===== src/rtl/led_pattern_sequencer_if.sv =====
// LED sequencer control/display bundle: mode/speed/pause switch inputs in, LED bank out.
// Latency: none of its own; it only groups wires.
// Backpressure: none; the LED outputs are level signals with no handshake.
//   mode  [1:0] pattern select (0 ALT, 1 CHASE, 2 BOUNCE, 3 FILL)
//   speed [1:0] step period = TICK_DIV >> speed
//   pause       freezes prescaler and pattern state
//   LEDG  [7:0] green LEDs (leds[7:0]); LEDR [9:0] red LEDs (leds[17:8])
interface led_pattern_sequencer_if;
    logic [1:0] mode;
    logic [1:0] speed;
    logic       pause;
    logic [7:0] LEDG;
    logic [9:0] LEDR;

    // master: board switches/keys side, which also watches the LEDs
    modport master (output mode, output speed, output pause, input LEDG, input LEDR);
    // slave: the sequencer itself
    modport slave  (input mode, input speed, input pause, output LEDG, output LEDR);
endinterface


===== src/rtl/led_pattern_sequencer.sv =====
// LED bank sequencer: divides CLOCK_50 into a step tick and drives ALT/CHASE/BOUNCE/FILL patterns.
// Latency: LEDs are a combinational decode of registered state; they change on the state-update edge.
// Backpressure: none; pause freezes prescaler and pattern, a mode change restarts the pattern.
//   CLOCK_50  board clock, all state on its rising edge
//   reset     asynchronous, active-high; returns to ALT with odd LEDs lit
//   led_bus   slave modport: mode/speed/pause in, LEDG/LEDR out
//   TICK_DIV  cycles per step at speed 0; must be at least 8 so speed 3 still yields a nonzero limit
module led_pattern_sequencer #(
    parameter int unsigned TICK_DIV = 50000000
) (
    input  logic                     CLOCK_50,
    input  logic                     reset,
    led_pattern_sequencer_if.slave   led_bus
);

    typedef enum logic [1:0] {
        MODE_ALT    = 2'd0,
        MODE_CHASE  = 2'd1,
        MODE_BOUNCE = 2'd2,
        MODE_FILL   = 2'd3
    } mode_e;

    typedef enum logic {
        DIR_UP   = 1'b0,
        DIR_DOWN = 1'b1
    } dir_e;

    // count never exceeds TICK_DIV-1, so CW bits suffice; limit math uses one extra bit
    localparam int          CW  = $clog2(TICK_DIV);
    localparam logic [CW:0] DIV = (CW+1)'(TICK_DIV);

    logic [CW-1:0] count_q, count_d;
    mode_e         mode_q,  mode_d;
    logic          ph_q,    ph_d;
    logic [4:0]    pos_q,   pos_d;
    dir_e          dir_q,   dir_d;

    mode_e         mode_in;
    logic [CW:0]   limit_m1;
    logic          tick;
    logic [17:0]   leds;

    assign mode_in  = mode_e'(led_bus.mode);
    assign limit_m1 = (DIV >> led_bus.speed) - (CW+1)'(1);
    // ">=" rather than "==" so a speed increase below the current count ticks at once
    assign tick     = !led_bus.pause && ({1'b0, count_q} >= limit_m1);

    always_ff @(posedge CLOCK_50 or posedge reset) begin
        if (reset) begin
            count_q <= '0;
            mode_q  <= MODE_ALT;
            ph_q    <= 1'b0;
            pos_q   <= '0;
            dir_q   <= DIR_UP;
        end else begin
            count_q <= count_d;
            mode_q  <= mode_d;
            ph_q    <= ph_d;
            pos_q   <= pos_d;
            dir_q   <= dir_d;
        end
    end

    always_comb begin
        count_d = count_q;
        mode_d  = mode_q;
        ph_d    = ph_q;
        pos_d   = pos_q;
        dir_d   = dir_q;

        if (mode_in != mode_q) begin
            // restart wins over a coincident tick, and is taken even while paused
            mode_d  = mode_in;
            ph_d    = 1'b0;
            pos_d   = '0;
            dir_d   = DIR_UP;
            count_d = '0;
        end else if (tick) begin
            count_d = '0;
            case (mode_q)
                MODE_ALT:   ph_d = ~ph_q;
                MODE_CHASE: pos_d = (pos_q >= 5'd17) ? 5'd0 : pos_q + 5'd1;
                MODE_BOUNCE: begin
                    // direction flips on the step that lands on an end, so each end shows for one step
                    if (dir_q == DIR_UP) begin
                        pos_d = pos_q + 5'd1;
                        if (pos_q >= 5'd16) dir_d = DIR_DOWN;
                    end else begin
                        pos_d = pos_q - 5'd1;
                        if (pos_q <= 5'd1) dir_d = DIR_UP;
                    end
                end
                MODE_FILL:  pos_d = (pos_q >= 5'd18) ? 5'd0 : pos_q + 5'd1;
                default:    ph_d = ph_q;
            endcase
        end else if (!led_bus.pause) begin
            count_d = count_q + CW'(1);
        end
    end

    always_comb begin
        leds = '0;
        case (mode_q)
            MODE_ALT:    leds = ph_q ? 18'h15555 : 18'h2AAAA;
            MODE_CHASE,
            MODE_BOUNCE: leds = 18'd1 << pos_q;
            // pos lowest LEDs lit; pos=18 lights all of them
            MODE_FILL:   leds = 18'((19'd1 << pos_q) - 19'd1);
            default:     leds = '0;
        endcase
    end

    assign led_bus.LEDG = leds[7:0];
    assign led_bus.LEDR = leds[17:8];

endmodule


===== src/flat_wrapper.sv =====
// flat-port wrapper written by rule: the top's interface ports become plain ports
module led_pattern_sequencer_flat 
#(
    parameter int unsigned TICK_DIV = 50000000
)
  (CLOCK_50, reset, led_bus_mode, led_bus_speed, led_bus_pause, led_bus_LEDG, led_bus_LEDR);
  led_pattern_sequencer_if led_bus_i ();
  input  logic CLOCK_50;
  input  logic reset;
  input wire logic [$bits(led_bus_i.mode)-1:0] led_bus_mode;
  input wire logic [$bits(led_bus_i.speed)-1:0] led_bus_speed;
  input wire logic [$bits(led_bus_i.pause)-1:0] led_bus_pause;
  output wire logic [$bits(led_bus_i.LEDG)-1:0] led_bus_LEDG;
  output wire logic [$bits(led_bus_i.LEDR)-1:0] led_bus_LEDR;
  assign led_bus_i.mode = led_bus_mode;
  assign led_bus_i.speed = led_bus_speed;
  assign led_bus_i.pause = led_bus_pause;
  assign led_bus_LEDG = led_bus_i.LEDG;
  assign led_bus_LEDR = led_bus_i.LEDR;
  led_pattern_sequencer #(.TICK_DIV(TICK_DIV)) u_core (.CLOCK_50(CLOCK_50), .reset(reset), .led_bus(led_bus_i));
endmodule

===== config.mk =====
export PLATFORM = sky130hd
export DESIGN_NAME = led_pattern_sequencer_flat
export DESIGN_NICKNAME = d
export VERILOG_FILES = /design/src/rtl/led_pattern_sequencer_if.sv /design/src/rtl/led_pattern_sequencer.sv /design/src/flat_wrapper.sv
export SDC_FILE = /design/constraint.sdc
export NUM_CORES = 1
export LEC_CHECK = 0
export CORE_MARGIN = 2
export CORE_UTILIZATION = 40
export DETAILED_ROUTE_END_ITERATION = 7
export GPL_TIMING_DRIVEN = 0
export PLACE_DENSITY = 0.61
export SLEW_MARGIN = 20
export SYNTH_ARGS = -nofsm -noshare
export SYNTH_HDL_FRONTEND = slang
export SYNTH_SLANG_ARGS = --single-unit

===== constraint.sdc =====
create_clock -name CLOCK_50 -period 3.9 [get_ports CLOCK_50]
set_input_delay 0.585 -clock CLOCK_50 [delete_from_list [all_inputs] [get_ports CLOCK_50]]
set_output_delay 0.585 -clock CLOCK_50 [all_outputs]
set_load 0.1 [all_outputs]

# Word-level counts from Yosys, hierarchy flattened
# Cells that the tools add are included.
[classes] eq_ne=5 shifts=3 reduce_logical=11 add_sub_neg=5 magnitude_cmp=5 bitwise_logic=1 mux=20
[ops] operator="$mux W26" count=3
[ops] operator="$pmux W18 S3" count=1
[ops] operator="$shl A1 B5 Y18 const A" count=2
[ops] operator="$ge A26 B27 Y1" count=1
[ops] operator="$shr A26 B2 Y27 const A" count=1
[ops] operator="$sub A27 B1 Y27 const B" count=1
[ops] operator="$add A26 B1 Y26 const B" count=1
[ops] operator="$mux W5" count=5
[ops] operator="$mux W18" count=1
[ops] operator="$sub A18 B1 Y18 const B" count=1
[ops] operator="$ge A5 B5 Y1 const B" count=3
[ops] operator="$pmux W5 S3" count=1
[ops] operator="$mux W1" count=9
[ops] operator="$reduce_and A2 Y1" count=3
[ops] operator="$reduce_bool A2 Y1" count=3
[ops] operator="$add A5 B1 Y5 const B" count=1
[ops] operator="$le A5 B1 Y1 const B" count=1
[ops] operator="$sub A5 B1 Y5 const B" count=1
[ops] operator="$eq A2 B2 Y1 const B" count=2
[ops] operator="$reduce_bool A4 Y1" count=1
[ops] operator="$ne A3 B1 Y1 const B" count=1
[ops] operator="$eq A2 B1 Y1 const B" count=1
[ops] operator="$logic_not A2 Y1" count=1
[ops] operator="$ne A2 B2 Y1" count=1
[ops] operator="4 further kinds" count=4
[word_totals] regBits=35

# Depth between registers and ports, before layout
[depth] word_depth=6 mapped_depth=12 ltp_nobuf=11

# Least setup slack after synthesis
# OpenSTA, ideal clock, no wires.
[synth_timing] path_type="reg-to-output" startpoint="register u_core.pos_q[2]" endpoint="output port led_bus_LEDR[7]" n_path_buf=1 arrival_time_ps=4246 t_required_ps=3315 path_stages_with_launch=10 path_slack_ps=-931 cell_sequence="dfrtp_1 clkbuf_1 inv_1 ha_1 or4_1 nor3_1 nor2_1 a21boi_1 o21ai_0 o31ai_1"
[synth_via] elab_chain_len=3 elab_cells_between_ends=4 classes_between="add/sub (1); shift (2); mux (1)"
[synth_rtl] element="from (decl)" line_no="led_pattern_sequencer.sv:35" source="logic [4:0] pos_q, pos_d;"
[synth_rtl] element="from (signal assigned)" line_no="led_pattern_sequencer.sv:59" source="pos_q <= pos_d;"
[synth_rtl] element="$shl A1 B5 Y18" line_no="led_pattern_sequencer.sv:106, led_pattern_sequencer.sv:108"
[synth_rtl] element="$sub A18 B1 Y18" line_no="led_pattern_sequencer.sv:108" source="MODE_FILL: leds = 18'((19'd1 << pos_q) - 19'd1);"
[synth_rtl] element="$pmux W18 S3 (*)" line_no="led_pattern_sequencer.sv:103" source="case (mode_q)"
[synth_rtl] element="to (decl)" line_no="flat_wrapper.sv:14" source="output wire logic [$bits(led_bus_i.LEDR)-1:0] led_bus_LEDR;"
# Mark *: on every way between the ends. The rest lies on a longest branch, timed or not.

# Worst setup path after layout
[layout_timing] startpoint="register u_core.pos_q[1]" endpoint="output port led_bus_LEDR[2]"
# The elaborated chain is that of the path after synthesis.

==> results.cfg <==
[yosys]
yosysTopAreaCell = dfrtp_1
synth_cells = 469
yosysWarnings = 0
ys_seq_area_share_pct = 23.6
netlist_area_um2 = 3720
synthArstFlopShare_pct = 100
synth_top_area_share_pct = 23.6
ys_types = 71
syn_area_per_cell_um2 = 7.92
synth_area_leaders = dfrtp_1, ha_1, xor2_1
ys.flop_type = dfrtp_1
synth-seq-cells = 35
synth-edff-count = 0

[run_status]
outcome = finished, final reports clean

[timing]
max_freq_ghz = 0.269
setup_violations = 0
worstMarginPinSlew_ns = 0.966
hold_viol = 0
fin_crit_sh_pct = 95.4
relSlewSlack_pct = 35.8
slew_viol_final = 0
fin_skew_ns = 0.0110
fin_crit_ns = 3.72

[clocking]
clk_path_buf_depth = 2
clock_sinks = 35
cts.root.buffer_cell = clkbuf_8
htree_levels = 2
cts_tree = yes
worstSkewPairLatency_ns = 0.30
post_cts_buffers = 0
path_clk_slew_ns = 0.07
numCtsBuffers = 5
cts.hold.buffers_added = 0

[placement]
dp_hpwl_um = 7880
gp_congestion = 0.874
place_inst = 606
port-buffer-count = 24

[cells_and_area]
n_fill_cell = 943
drive_above_1_share_pct = 17.6
antenna_cells = 0
syn_to_final_growth_pct = 14.5
fin_cells = 612
final_nets = 538
utilization_pct = 46.7
final_cell_mix = nand2_1, nor2_1, dfrtp_1
final_common_cell = nand2_1

[grt]
grt_pass1_vias = 3652
grt_first_pass_wirelength_um = 17500
overflow = 0
track_usage_pct = 21.3
grt_max_degree = 33
grt_antenna_before_repair = 0

[setup_path]
reg2reg_depth = 8
r2r-end = u_core.count_q[10]
regToRegStartpoint = u_core.count_q[18]
endpoint_kind = output pin
critPathArrivalTime_ns = 3.13
ff2ff_setup_slack_ns = 1.39
cp-start-kind = flip-flop
crit_fanout = 10
required_ns = 3.31
criticalPathCategory = flip-flop to output pin

[detailed_routing]
avgViaCountPerCell = 5.93
via_count = 3629
wl_per_cell_um = 16.7
drt_first_pass_iters = 4
drt_iter0_drc = 118
drtAntennaViolNets = 0
wirelength_um = 10200
remaining_drc_errors = 0

[floorplan]
rows = 35
start_util_pct = 40.8
fp.dieArea_um2 = 10100
core-area_um2 = 9110
io_pins = 25
fp.dieW_um = 100
die_h_um = 100

[power_and_ir_drop]
p_per_area_nw_per_um2 = 199
leakagePower_uw = 0.00174
irDropWorstVdd_uv = 163

[flow_run]
cap_violations = 0

[hold_path]
hold_path_class = primary input to async pin
-- critical path, cell delays in order, from the launching register on --
cell      delay (ns)
dfrtp_1         0.46
inv_1           0.16
ha_2            0.26
clkbuf_2        0.26
nor2b_4         0.25
nand2_1         0.11
ha_1            0.32
o211ai_1        0.25
mux2i_1         0.25
a21oi_1         0.11
o22ai_2         0.17
buf_6           0.25
-- how the worst max path moves through the flow --
| stage | from | endpoint |
|---|---|---|
| 2_1_floorplan | u_core.pos_q[2] | led_bus_LEDR[7] |
| 3_3_place_gp | u_core.pos_q[1] | led_bus_LEDR[2] |
| 3_5_place_dp | u_core.pos_q[1] | led_bus_LEDR[2] |
| 4_1_cts | u_core.pos_q[1] | led_bus_LEDG[6] |
| 5_1_grt | u_core.pos_q[1] | led_bus_LEDR[5] |
| 6_report | u_core.pos_q[1] | led_bus_LEDR[2] |
-- flip-flops by register name, indices dropped and copies added, names as in the netlist --
name            cells
u_core.mode_q       2
u_core.ph_q         1
u_core.count_q     26
u_core.dir_q        1
u_core.pos_q        5
-- cell usage after synthesis (3+ instances only) --
cell and count:
nor4_2 3, o31ai_1 3, dfrtp_1 35, a22o_1 3, nand2b_1 4, o21ai_0 17
a211oi_1 3, buf_6 4, o32ai_1 5, nor2_1 35, nor2b_1 5, a31oi_1 18
or2_2 7, a21oi_1 26, a21o_1 3, nand2_1 44, nand4_1 13, o22ai_1 4
xor2_1 22, buf_2 5, clkbuf_1 19, nand3_1 20, nor4_1 21, and2_1 5
inv_1 27, mux2i_1 4, nor3_1 13, xnor2_1 12, and3_1 3, ha_1 31
-- cell families (layout without fill, tap and decap cells) --
kind of cell | Yosys count | count (layout) | synth area share (%)
buf+inv | 59 | 90 | 7.34
simple gates | 189 | 189 | 27.1
compound gates | 115 | 115 | 22.0
flops | 35 | 35 | 23.6
other cells | 1 | 2 | 0.101
mux | 5 | 5 | 1.45
fa+ha+maj | 31 | 31 | 10.4
xor+xnor | 34 | 34 | 8.01
-- layout make-up --
class	count	area (um2)	share of cell area (%)
clock inverters	3	15.0	0.353
clock buffers	5	68.8	1.62
inverters	27	101	2.38
multi-input cells	376	2650	62.3
repair buffers	25	235	5.53
plain buffers	30	168	3.94
well taps	111	139	3.26
flip-flops and latches	35	878	20.6
-- power by group --
group          internal (uW)  switching (uW)  total [uW]  leakage (uW)
Combinational           55.4             160         215       0.00121
Sequential               365            2.77         367      0.000481
Clock                    122             143         265     0.0000477
-- layer usage --
layer | track usage (%) | up-vias | wire [um]
met3 | 2.58 | 14 | 274
li1 | - | 1782 | -
met4 | 7.80 | 0 | 230
met5 | 0 | - | 0
met2 | 36.9 | 79 | 5130
met1 | 27.3 | 1754 | 4590
-- per-stage QoR --
| step | hold slack, ns | worst slack (ns) | power (uW) | setup TNS [ns] | area (um2) |
|---|---|---|---|---|---|
| after global routing | 0.481 | -0.00125 | 888 | -0.00230 | 4260 |
| after CTS | 0.484 | 0.00137 | 855 | 0 | 4250 |
| final | 0.478 | 0.181 | 848 | 0 | 4260 |
| after floorplan | 0.538 | -0.135 | 535 | -0.135 | 3780 |
| after detailed placement | 0.585 | -0.733 | 594 | -10.61 | 4180 |
| after global placement | 0.570 | -0.657 | 590 | -9.83 | 4160 |
-- timing repair --
action / CTS / global route
resized for setup: 73 / 23
endpoints found under the setup margin: 18 / 35
endpoints found under the hold margin: 0 / 0
(Power assumes the default switching activity.)
